$ cat config.mk
export PLATFORM = sky130hd
export DESIGN_NAME = bdm_byte_engine_flat
export DESIGN_NICKNAME = d
export VERILOG_FILES = /design/src/rtl/bdm_pkg.sv /design/src/rtl/bdm_byte_engine_if.sv /design/src/rtl/bdm_timing_calc.sv /design/src/rtl/bdm_byte_engine.sv /design/src/flat_wrapper.sv
export SDC_FILE = /design/constraint.sdc
export NUM_CORES = 1
export LEC_CHECK = 0
export BUFFER_PORTS_ARGS = -buffer_cell sky130_fd_sc_hd__buf_2
export CAP_MARGIN = 20
export CORE_MARGIN = 2
export CORE_UTILIZATION = 55
export CTS_BUF_LIST = sky130_fd_sc_hd__clkbuf_2
export DETAILED_ROUTE_END_ITERATION = 6
export GPL_ROUTABILITY_DRIVEN = 0
export PLACE_DENSITY_LB_ADDON = 0.25
export SYNTH_ARGS = -nofsm -noshare
export SYNTH_HDL_FRONTEND = slang
export SYNTH_SLANG_ARGS = --single-unit
$ cat constraint.sdc
create_clock -name clk -period 14.72 [get_ports clk]
set_clock_uncertainty 0.1 [all_clocks]
set_input_delay 0.736 -clock clk [delete_from_list [all_inputs] [get_ports clk]]
set_output_delay 0.736 -clock clk [all_outputs]
set_load 0.02 [all_outputs]
$ cat src/rtl/bdm_pkg.sv
// Shared types, default per-bit timing constants and helpers for the BDM byte engine.
package bdm_pkg;

  typedef enum logic [1:0] {
    StIdle = 2'd0,
    StLoad = 2'd1,
    StBit  = 2'd2,
    StDone = 2'd3
  } bdm_state_e;

  typedef enum logic {
    ModeRx = 1'b0,
    ModeTx = 1'b1
  } bdm_mode_e;

  // Per-bit timing in target clock cycles.
  localparam int unsigned DefLow1Tc   = 4;
  localparam int unsigned DefLow0Tc   = 13;
  localparam int unsigned DefSampleTc = 10;
  localparam int unsigned DefBitTc    = 16;

  // sync_length counts host clocks per 128 target clocks.
  localparam int unsigned TcShift = 7;
  localparam int unsigned TcWidth = 32 - TcShift;

  // Multiply by a constant as a shift/add chain; k is always elaboration-time constant.
  function automatic logic [31:0] mul_const(input logic [31:0] x, input int unsigned k);
    logic [31:0] acc;
    acc = '0;
    for (int i = 0; i < 32; i++) begin
      if (k[i]) acc = acc + (x << i);
    end
    return acc;
  endfunction

endpackage

$ cat src/rtl/bdm_byte_engine_if.sv
// Host-side bus of the BDM byte engine: timing input, start requests, line and status.
interface bdm_byte_engine_if;

  logic [31:0] sync_length;
  logic        sync_length_is_ready;
  logic        tx_start;
  logic [7:0]  tx_data;
  logic        rx_start;
  logic        bkgd_in;
  logic        bkgd_oe;
  logic        busy;
  logic        done;
  logic [7:0]  rx_data;
  logic        start_rejected;

  // Host / line side that requests transfers.
  modport master (
    output sync_length,
    output sync_length_is_ready,
    output tx_start,
    output tx_data,
    output rx_start,
    output bkgd_in,
    input  bkgd_oe,
    input  busy,
    input  done,
    input  rx_data,
    input  start_rejected
  );

  // Engine side.
  modport slave (
    input  sync_length,
    input  sync_length_is_ready,
    input  tx_start,
    input  tx_data,
    input  rx_start,
    input  bkgd_in,
    output bkgd_oe,
    output busy,
    output done,
    output rx_data,
    output start_rejected
  );

endinterface

$ cat src/rtl/bdm_timing_calc.sv
// Converts the latched target-clock period (tc) into host-clock bit timings.
// Results are registered on load_i and held for the whole transfer.
module bdm_timing_calc
  import bdm_pkg::*;
#(
  parameter int unsigned LOW1_TC   = DefLow1Tc,
  parameter int unsigned LOW0_TC   = DefLow0Tc,
  parameter int unsigned SAMPLE_TC = DefSampleTc,
  parameter int unsigned BIT_TC    = DefBitTc
) (
  input  logic               clk,
  input  logic               rst,
  input  logic               load_i,
  input  logic [TcWidth-1:0] tc_i,
  output logic [31:0]        l1_o,
  output logic [31:0]        l0_o,
  output logic [31:0]        smp_o,
  output logic [31:0]        bt_o
);

  logic [31:0] tc_clamped;
  logic [31:0] l1_d, l1_q;
  logic [31:0] l0_d, l0_q;
  logic [31:0] smp_d, smp_q;
  logic [31:0] bt_d, bt_q;

  // Clamp tc to at least one host clock and scale it by each per-bit constant.
  always_comb begin
    tc_clamped = {{TcShift{1'b0}}, tc_i};
    if (tc_i == '0) tc_clamped = 32'd1;
    l1_d  = l1_q;
    l0_d  = l0_q;
    smp_d = smp_q;
    bt_d  = bt_q;
    if (load_i) begin
      l1_d  = mul_const(tc_clamped, LOW1_TC);
      l0_d  = mul_const(tc_clamped, LOW0_TC);
      smp_d = mul_const(tc_clamped, SAMPLE_TC);
      bt_d  = mul_const(tc_clamped, BIT_TC);
    end
  end

  // Timing registers.
  always_ff @(posedge clk) begin
    if (rst) begin
      l1_q  <= '0;
      l0_q  <= '0;
      smp_q <= '0;
      bt_q  <= '0;
    end else begin
      l1_q  <= l1_d;
      l0_q  <= l0_d;
      smp_q <= smp_d;
      bt_q  <= bt_d;
    end
  end

  assign l1_o  = l1_q;
  assign l0_o  = l0_q;
  assign smp_o = smp_q;
  assign bt_o  = bt_q;

endmodule

$ cat src/rtl/bdm_byte_engine.sv
// BDM byte engine: sends or receives one byte MSB first on the open-drain BKGD line,
// with bit timing derived from the measured sync length.
module bdm_byte_engine
  import bdm_pkg::*;
#(
  parameter int unsigned LOW1_TC   = DefLow1Tc,
  parameter int unsigned LOW0_TC   = DefLow0Tc,
  parameter int unsigned SAMPLE_TC = DefSampleTc,
  parameter int unsigned BIT_TC    = DefBitTc
) (
  input logic              clk,
  input logic              rst,
  bdm_byte_engine_if.slave bus
);

  bdm_state_e         state_d, state_q;
  bdm_mode_e          mode_d, mode_q;
  logic [7:0]         shift_d, shift_q;
  logic [TcWidth-1:0] tc_d, tc_q;
  logic [2:0]         bit_idx_d, bit_idx_q;
  logic [31:0]        cnt_d, cnt_q;
  logic               bkgd_oe_d, bkgd_oe_q;
  logic               busy_d, busy_q;
  logic               done_d, done_q;
  logic [7:0]         rx_data_d, rx_data_q;
  logic               start_rejected_d, start_rejected_q;

  logic        start;
  logic        timing_load;
  logic [31:0] l1, l0, smp, bt;
  logic [31:0] low_len;
  logic        bit_end;
  logic        last_bit;

  // Fractional target-clock bits of sync_length are below one host clock per target clock.
  logic unused_sync_lsbs;
  assign unused_sync_lsbs = ^bus.sync_length[TcShift-1:0];

  assign start       = bus.tx_start | bus.rx_start;
  assign timing_load = (state_q == StLoad);
  assign bit_end     = (cnt_q == bt - 32'd1);
  assign last_bit    = (bit_idx_q == 3'd7);
  assign low_len     = ((mode_q == ModeTx) && !shift_q[7]) ? l0 : l1;

  bdm_timing_calc #(
    .LOW1_TC  (LOW1_TC),
    .LOW0_TC  (LOW0_TC),
    .SAMPLE_TC(SAMPLE_TC),
    .BIT_TC   (BIT_TC)
  ) u_timing (
    .clk   (clk),
    .rst   (rst),
    .load_i(timing_load),
    .tc_i  (tc_q),
    .l1_o  (l1),
    .l0_o  (l0),
    .smp_o (smp),
    .bt_o  (bt)
  );

  // State and datapath registers.
  always_ff @(posedge clk) begin
    if (rst) begin
      state_q          <= StIdle;
      mode_q           <= ModeRx;
      shift_q          <= '0;
      tc_q             <= '0;
      bit_idx_q        <= '0;
      cnt_q            <= '0;
      bkgd_oe_q        <= 1'b0;
      busy_q           <= 1'b0;
      done_q           <= 1'b0;
      rx_data_q        <= '0;
      start_rejected_q <= 1'b0;
    end else begin
      state_q          <= state_d;
      mode_q           <= mode_d;
      shift_q          <= shift_d;
      tc_q             <= tc_d;
      bit_idx_q        <= bit_idx_d;
      cnt_q            <= cnt_d;
      bkgd_oe_q        <= bkgd_oe_d;
      busy_q           <= busy_d;
      done_q           <= done_d;
      rx_data_q        <= rx_data_d;
      start_rejected_q <= start_rejected_d;
    end
  end

  // Next-state: accept a start only with valid timing, run eight bit frames, then finish.
  always_comb begin
    state_d = state_q;
    case (state_q)
      StIdle:  if (start && bus.sync_length_is_ready) state_d = StLoad;
      StLoad:  state_d = StBit;
      StBit:   if (bit_end && last_bit) state_d = StDone;
      StDone:  state_d = StIdle;
      default: state_d = StIdle;
    endcase
  end

  // Datapath and registered outputs for each state.
  always_comb begin
    mode_d           = mode_q;
    shift_d          = shift_q;
    tc_d             = tc_q;
    bit_idx_d        = bit_idx_q;
    cnt_d            = cnt_q;
    bkgd_oe_d        = 1'b0;
    busy_d           = busy_q;
    done_d           = 1'b0;
    rx_data_d        = rx_data_q;
    start_rejected_d = 1'b0;
    case (state_q)
      StIdle: begin
        if (start) begin
          if (!bus.sync_length_is_ready) begin
            start_rejected_d = 1'b1;
          end else begin
            busy_d  = 1'b1;
            // tx wins over a simultaneous rx request.
            mode_d  = bus.tx_start ? ModeTx : ModeRx;
            shift_d = bus.tx_start ? bus.tx_data : 8'h00;
            tc_d    = bus.sync_length[31:TcShift];
          end
        end
      end
      StLoad: begin
        bit_idx_d = '0;
        cnt_d     = '0;
      end
      StBit: begin
        bkgd_oe_d = (cnt_q < low_len);
        if ((mode_q == ModeRx) && (cnt_q == smp)) begin
          shift_d = {shift_q[6:0], bus.bkgd_in};
        end
        if (bit_end) begin
          cnt_d = '0;
          if (mode_q == ModeTx) shift_d = {shift_q[6:0], 1'b0};
          if (!last_bit) bit_idx_d = bit_idx_q + 3'd1;
        end else begin
          cnt_d = cnt_q + 32'd1;
        end
      end
      StDone: begin
        done_d = 1'b1;
        busy_d = 1'b0;
        if (mode_q == ModeRx) rx_data_d = shift_q;
      end
      default: ;
    endcase
  end

  assign bus.bkgd_oe        = bkgd_oe_q;
  assign bus.busy           = busy_q;
  assign bus.done           = done_q;
  assign bus.rx_data        = rx_data_q;
  assign bus.start_rejected = start_rejected_q;

endmodule

$ cat src/flat_wrapper.sv
// flat-port wrapper written by rule: the top's interface ports become plain ports
module bdm_byte_engine_flat import bdm_pkg::*;
#(
  parameter int unsigned LOW1_TC   = DefLow1Tc,
  parameter int unsigned LOW0_TC   = DefLow0Tc,
  parameter int unsigned SAMPLE_TC = DefSampleTc,
  parameter int unsigned BIT_TC    = DefBitTc
)
  (clk, rst, bus_sync_length, bus_sync_length_is_ready, bus_tx_start, bus_tx_data, bus_rx_start, bus_bkgd_in, bus_bkgd_oe, bus_busy, bus_done, bus_rx_data, bus_start_rejected);
  bdm_byte_engine_if bus_i ();
  input logic clk;
  input logic rst;
  input wire logic [$bits(bus_i.sync_length)-1:0] bus_sync_length;
  input wire logic [$bits(bus_i.sync_length_is_ready)-1:0] bus_sync_length_is_ready;
  input wire logic [$bits(bus_i.tx_start)-1:0] bus_tx_start;
  input wire logic [$bits(bus_i.tx_data)-1:0] bus_tx_data;
  input wire logic [$bits(bus_i.rx_start)-1:0] bus_rx_start;
  input wire logic [$bits(bus_i.bkgd_in)-1:0] bus_bkgd_in;
  output wire logic [$bits(bus_i.bkgd_oe)-1:0] bus_bkgd_oe;
  output wire logic [$bits(bus_i.busy)-1:0] bus_busy;
  output wire logic [$bits(bus_i.done)-1:0] bus_done;
  output wire logic [$bits(bus_i.rx_data)-1:0] bus_rx_data;
  output wire logic [$bits(bus_i.start_rejected)-1:0] bus_start_rejected;
  assign bus_i.sync_length = bus_sync_length;
  assign bus_i.sync_length_is_ready = bus_sync_length_is_ready;
  assign bus_i.tx_start = bus_tx_start;
  assign bus_i.tx_data = bus_tx_data;
  assign bus_i.rx_start = bus_rx_start;
  assign bus_i.bkgd_in = bus_bkgd_in;
  assign bus_bkgd_oe = bus_i.bkgd_oe;
  assign bus_busy = bus_i.busy;
  assign bus_done = bus_i.done;
  assign bus_rx_data = bus_i.rx_data;
  assign bus_start_rejected = bus_i.start_rejected;
  bdm_byte_engine #(.LOW1_TC(LOW1_TC), .LOW0_TC(LOW0_TC), .SAMPLE_TC(SAMPLE_TC), .BIT_TC(BIT_TC)) u_core (.clk(clk), .rst(rst), .bus(bus_i));
endmodule
==> qor.yml, run 1 <==
cts.reportedPaths.clkPinSlew_ps: 250
violations: "design-rule violations"
chipHeight_um: 145.0
whs_ps: 54.75
fin_nets: 1446
clockBufferDepth: 2
finalSetupViolations: 0
crit_type: "reg2reg"
avgRoutedWirePerCell_um: 17.68
cts_made_buffers: 17
worst-slew-pin-transition_ps: 929.8
synthCells: 1338
cts-htree-levels: 4
drive_gt1_share_pct: 9.316
cpMostUsedCell: "o21ai_0"
clk_latency_ps: 790
floorplan.initialDensity_pct: 56.19
syn_area_sq_um: 10940
grt_max_degree: 89
syn_nets: 1466
clockPowerShare_pct: 15.2
synth_edf_count: 0
reg2reg_from: "u_core.tc_q[2]"
max_slew_margin_pct: 38.01
peakVddDrop_mv: 0.06549
dr_wl_met2_um: 12910
cts_resized: 0
met1_length_um: 13330
tritoncts: "done"
fmax_ghz: 0.1664
slowest_stage: "a2111oi_0"
cp.required_ps: 15330
post-cts-setup-buffer-count: 0
yosysSeqAreaShare_pct: 29.29
intPower_mw: 0.8248
place_hpwl_um: 20700
top_layer: "met4"
drt-initial-drc-count: 739
rows: 51
track_usage_pct: 26.64
yosysUniqueCellTypes: 72
worst_setup_path_start_kind: "flop"
slowest_delay_ps: 720
cts.sinks: 160
power.net_switching_mw: 0.6721
wl_met3_um: 1333
avgViaCountPerCell: 5.971
area_growth_pct: 4.897
ys_seq_elements: 160
final_util_pct: 58.95
arrival_ps: 6620
vias: 9535
hp-start: "bus_sync_length[19]"
wl_um: 28240
ant_nets: 0
cp-end-kind: "flop"
slew_violations: 0
drcViolationCount: 2
hold_viol: 0
hold_class: "in2reg"
powerDensity_nw_per_um2: 130.5
pwr-share-comb_pct: 47.7
avgSynthCellArea_sq_um: 8.174
leakagePower_nw: 4.688
drtPass1Iterations: 7
cap_violations: 0
grt_pass1_wl_um: 45590
power_frac_seq_pct: 37.1
worstPathMaxFanout: 16
coreArea_sq_um: 19460
synthTopCellsByArea: "dfxtp_1, ha_1, mux2i_1, xnor2_1, a21oi_1"
synth_top_cell_by_area: "dfxtp_1"
grt_overflow: 0
cpLargestDelayFamily: "compound AO/OA/AOI/OAI gates"
swShare_pct: 44.90
grt_pass1_vias: 8776
die_area_sq_um: 21030
crit_start: "u_core.tc_q[2]"
rsz0062_at_grt: "no"
ys_warn_count: 0
crit_buf_inv: 0
cts_root_buf: "clkbuf_2"
ioPinCount: 58
antenna_found_initial: 2
synth_flop_cell: "dfxtp_1"
crit_chain: "and2_1 > fa_1 > maj3_1 > a2111oi_0 > o41a_1 > o21ai_0 > o21ai_0 > xnor2_1 > ha_1 > nand3_1 > nand2_1 > a21oi_1 > o21ai_0 > a221o_1 > a211oi_1 > o21ai_0 > xnor2_1 > o21ai_0"
fin_setup_tns_ps: 0
synth_top_area_share_pct: 29.29
status: "complete, but fails checks"
period_needed_ps: 6009
port_buffers: 50
die_w_um: 145.0
fin_crit_sh_pct: 40.82
async_flop_share_pct: 0
-- layout make-up --
type | count | area [sq um]
sequential | 160 | 3203
multi-input combinational | 1046 | 7244
antenna | 1 | 2.502
fill | 1814 | 7990
inverter | 31 | 116.4
timing repair buffer | 62 | 362.8
clock buffer | 17 | 85.08
tap | 265 | 331.6
clock inverter | 15 | 126.4
-- worst register-to-register path, cell delays in order (launching register included) --
cell and delay, ps:
dfxtp_1 550, and2_1 290, fa_1 420, maj3_1 400
a2111oi_0 720, o41a_1 330, o21ai_0 200, o21ai_0 550
xnor2_1 180, ha_1 390, nand3_1 120, nand2_1 60
a21oi_1 130, o21ai_0 120, a221o_1 390, a211oi_1 490
o21ai_0 220, xnor2_1 150, o21ai_0 130
-- placed cells by master, fill, tap and decap left out, types with 8 or more instances in the layout --
| master | netlist | final |
|---|---|---|
| dfxtp_1 | 160 | 160 |
| nor2_1 | 125 | 123 |
| nand2_1 | 122 | 122 |
| a21oi_1 | 97 | 97 |
| xnor2_1 | 87 | 87 |
| mux2i_1 | 79 | 79 |
| ha_1 | 80 | 79 |
| nor3_1 | 49 | 49 |
| buf_2 | 7 | 49 |
| xor2_1 | 41 | 41 |
| o21ai_0 | 34 | 34 |
| nand3_1 | 33 | 33 |
| inv_1 | 31 | 31 |
| a21o_1 | 28 | 28 |
| nand4_1 | 21 | 21 |
| nor4_1 | 18 | 18 |
| clkbuf_2 | 0 | 17 |
| and3_1 | 16 | 16 |
| a211oi_1 | 15 | 15 |
| nand2b_1 | 15 | 15 |
| and2_1 | 11 | 11 |
| a221o_1 | 11 | 11 |
| o21a_1 | 11 | 11 |
| or4_1 | 11 | 11 |
| or3_1 | 10 | 10 |
| a31o_2 | 9 | 9 |
| or2_2 | 9 | 9 |
| a31oi_1 | 9 | 9 |
| o31ai_1 | 8 | 8 |
-- metrics by stage --
step	power, mW	cells	worst slack [ps]	area, sq um
global route	1.600	1597	8327	11470
CTS	1.493	1596	8764	11470
detailed placement	1.266	1559	8816	11210
floorplan	1.104	1338	9780	10940
global placement	1.246	1558	8897	11190
finish	1.497	1597	8711	11470
-- registers in the layout, summed over array words and instances, names as in the netlist, 2 cells and up --
| name | cells |
|---|---|
| u_core.bus.rx_data | 8 |
| u_core.u_timing.smp_o | 25 |
| u_core.shift_q | 8 |
| u_core.tc_q | 25 |
| u_core.u_timing.l1_o | 25 |
| u_core.state_q | 2 |
| u_core.cnt_q | 32 |
| u_core.bit_idx_q | 3 |
| u_core.u_timing.l0_o | 27 |
-- path summary, 6_finish.rpt --
path | slack, ps | endpoint | depth (start not counted)
hold reg to reg | 370 | u_core.bus.rx_data[6] | 2
hold / removal | 50 | u_core.tc_q[12] | 3
setup reg to reg | 8710 | u_core.u_timing.l0_o[27] | 18
setup / recovery | 8710 | u_core.u_timing.l0_o[27] | 18
-- cell families after synthesis --
logic type	Yosys count	share of synthesized area [%]
buffers and inverters	132	4.679
multiplexers	79	7.230
flip-flops	160	29.29
adder cells (fa/ha/maj)	83	9.610
XOR/XNOR	128	10.25
AND/OR/NAND/NOR	481	22.05
AO/OA/AOI/OAI	275	16.90
-- power groups by stage --
stage / combinational (mW) / clock [mW] / sequential (mW)
after floorplan: 0.579 / 0 / 0.525
after detailed placement: 0.704 / 0 / 0.562
final: 0.715 / 0.228 / 0.555
after global routing: 0.791 / 0.247 / 0.561
after global placement: 0.686 / 0 / 0.560
after CTS: 0.708 / 0.232 / 0.553
-- metal layers --
metal | vias up | track usage, %
li1 | 4744 | -
met1 | 4520 | 36.37
met2 | 229 | 43.45
met3 | 42 | 4.277
met4 | 0 | 7.921
met5 | - | 0
-- synth_stat cells, drive strengths merged (5+ instances only) --
cell     number
nand2b       15
clkbuf       81
nand2       122
nor2        125
o21bai        8
dfxtp       160
o21ai        35
ha           80
xor2         41
a211oi       15
and2         11
mux2i        79
nor4         20
a21oi        97
xnor2        87
nand3        33
or2           9
nor3         49
nor4bb        5
and3         16
o31ai         8
a2111oi       5
nand4        21
a221o        11
o21a         11
buf          20
or3          10
o311ai        6
a31o          9
a21o         28
inv          31
a31oi         9
nor2b         7
nand3b        5
or4          13
-- timing repair --
item / in CTS / in global routing
setup endpoints to repair: 0 / 0
hold buffers: 5 / 0
endpoints found under the hold margin: 5 / 0
No activity file was read; power rests on OpenSTA's default activity.
==> run 2: changes to the inputs <==
==> constraint.sdc (replaced) <==
create_clock -name clk -period 6 [get_ports clk]
set_clock_uncertainty 0.1 [all_clocks]
set_input_delay 0.3 -clock clk [delete_from_list [all_inputs] [get_ports clk]]
set_output_delay 0.3 -clock clk [all_outputs]
set_load 0.02 [all_outputs]
==> run 2 against run 1 <==
Against the previous run: the run now ends clean; cell area up 4.0%; die area unchanged; routed wire length up 1.1%; critical path type unchanged; maximum frequency up 10%; sequential power up 150%; sequential share of layout area down 1.1 points; setup slack worse by 8200 ps; power up 150%; worst hold slack better by 120 ps; critical path depth unchanged; utilization up 2.3 points.
==> qor.yml, run 2 (synthesis gave the netlist of run 1 again) <==
crit_type: "reg2reg"
largest-register: "u_core.cnt_q"
clockPowerShare_pct: 15.5  # +0.3 points
track_usage_pct: 27.09  # +0.45 points
vias: 9729  # +2.0%
fin_setup_tns_ps: 0  # unchanged
hold_viol: 0  # unchanged
swShare_pct: 44.21  # -0.69 points
cts_root_buf: "clkbuf_2"
arrival_ps: 6070  # -550 ps
place_hpwl_um: 20540  # -0.80%
intPower_mw: 2.080  # +150%
drive_gt1_share_pct: 9.223  # -0.093 points
area_growth_pct: 9.072
antenna_found_initial: 1  # -1
cts_made_buffers: 17  # unchanged
coreArea_sq_um: 19460  # unchanged
drt-initial-drc-count: 794  # +7.4%
wl_um: 28540  # +1.1%
grt_overflow: 0  # unchanged
die_area_sq_um: 21030  # unchanged
grt_pass1_wl_um: 46200  # +1.3%
tritoncts: "done"
worst-slew-pin-transition_ps: 884.5  # -45.34 ps
leakagePower_nw: 4.901  # +4.5%
die_w_um: 145.0  # unchanged
largest_reg_flops: 32  # unchanged
grt_max_degree: 83  # -6.7%
final_cell_mix: "dfxtp_1, nor2_1, nand2_1, a21oi_1, xnor2_1"
avgViaCountPerCell: 5.921  # -0.82%
slew_violations: 0  # unchanged
worst_setup_path_start_kind: "flop"
rows: 51  # unchanged
crit_chain: "and2_1 > fa_1 > maj3_1 > a2111oi_0 > o41a_1 > o21ai_0 > a21o_1 > a21oi_1 > xnor2_1 > ha_1 > a21o_1 > a31oi_1 > o21ai_0 > a221o_1 > a211oi_1 > o21ai_0 > xnor2_1 > o21ai_0"
ioPinCount: 58  # unchanged
avgRoutedWirePerCell_um: 17.37  # -1.7%
cap_violations: 0  # unchanged
chipHeight_um: 145.0  # unchanged
powerDensity_nw_per_um2: 312.6  # +140%
grt_pass1_vias: 8939  # +1.9%
cts.sinks: 160  # unchanged
power_frac_seq_pct: 36.4  # -0.7 points
cts-htree-levels: 4  # unchanged
final_cells: 1643  # +2.9%
peakVddDrop_mv: 0.1641  # +150%
drtPass1Iterations: 7  # unchanged
reg2reg_from: "u_core.tc_q[0]"
fmax_ghz: 0.1830  # +10%
slowest_delay_ps: 680  # -40 ps
rsz0062_at_grt: "no"
floorplan.initialDensity_pct: 56.19  # unchanged
clockBufferDepth: 2  # unchanged
cts.reportedPaths.clkPinSlew_ps: 260  # about the same
dp_cells: 1562  # +0.19%
cp.required_ps: 6610  # -8720 ps
max_slew_margin_pct: 41.04  # +3.0 points
slowest_stage: "a2111oi_0"
port_buffers: 50  # unchanged
ant_nets: 0  # unchanged
crit_start: "u_core.tc_q[0]"
fin_nets: 1492  # +3.2%
hold_class: "in2reg"
period_needed_ps: 5464  # -545.2 ps
post-cts-setup-buffer-count: 0  # unchanged
finalSetupViolations: 0  # unchanged
pwr-share-comb_pct: 48.1  # +0.4 points
hp-start: "bus_sync_length[23]"
worstPathMaxFanout: 7  # -9
power.net_switching_mw: 1.648  # +150%
drcViolationCount: 0  # -2
reg2reg_slack_ps: 540  # -8170 ps
layout_commonest_cell: "dfxtp_1"
clk_latency_ps: 770  # -20 ps
cpMostUsedCell: "o21ai_0"
status: "complete, no violations"
fin_crit_sh_pct: 91.07  # +50 points
cp-end-kind: "flop"
## run 2: changes by cell type in the layout (fill, tap and decap cells not counted), moves of 3 or more
cell / change
inv_6: -3
dlygate4sd3_1: +43
clkinvlp_4: +3
buf_4: +4
## run 2: path summary, 6_finish.rpt
check / endpoint / cells past startpoint
setup / recovery: u_core.u_timing.l0_o[27] / 18
setup reg to reg: u_core.u_timing.l0_o[27] / 18
hold reg to reg: u_core.bus.rx_data[2] / 2
hold / removal: u_core.tc_q[16] / 4
## run 2: power groups by stage
stage               sequential [mW]  combinational [mW]  clock, mW
floorplan                      1.29                1.42          0
global placement               1.37                1.71          0
detailed placement             1.38                1.74          0
CTS                            1.35                1.78      0.590
global route                   1.37                1.98      0.629
finish                         1.36                1.79      0.579
## run 2: stage by stage
stage / hold slack (ps) / area, sq um / setup slack [ps] / total power, mW / util (%)
4_1_cts: 124.3 / 11930 / 560.8 / 3.719 / 61.28
2_1_floorplan: 279.3 / 10940 / 1060 / 2.709 / -
6_report: 178.5 / 11930 / 535.9 / 3.729 / 61.29
3_3_place_gp: 338.3 / 11220 / 691.7 / 3.077 / 57.67
3_5_place_dp: 345.6 / 11220 / 581.0 / 3.113 / 57.67
5_1_grt: 137.7 / 11930 / 160.4 / 3.976 / 61.29
## run 2: timing repair
item / 4_1_cts / 5_1_grt
hold buffers: 48 / 0
endpoints found under the setup margin: 0 / 0
resized for setup: 0 / 0
hold endpoints to repair: 60 / 0
## run 2: layer usage
layer / GRT usage, % / wire [um] / up-vias
met5: 0 / 0 / -
met4: 8.911 / 718 / 0
met3: 3.899 / 1305 / 48
met2: 43.81 / 13090 / 275
met1: 37.22 / 13430 / 4570
li1: - / - / 4836
## run 2: worst max-delay path, delay by kind of cell (launching register included)
kind	cells	cell delay, ps
AO/OA/AOI/OAI	12	3240
adder cells (fa/ha/maj)	3	1150
flip-flops	1	420
XOR/XNOR	2	330
AND/OR/NAND/NOR	1	180
## run 2: area by class of cell
cell class,instances,area [sq um]
multi-input cells,1046,7244
repair buffers,108,808.3
flip-flops and latches,160,3203
well taps,265,331.6
clock inverters,14,132.6
inverters,31,116.4
diodes,1,2.502
clock buffers,18,90.09
fillers,1745,7533
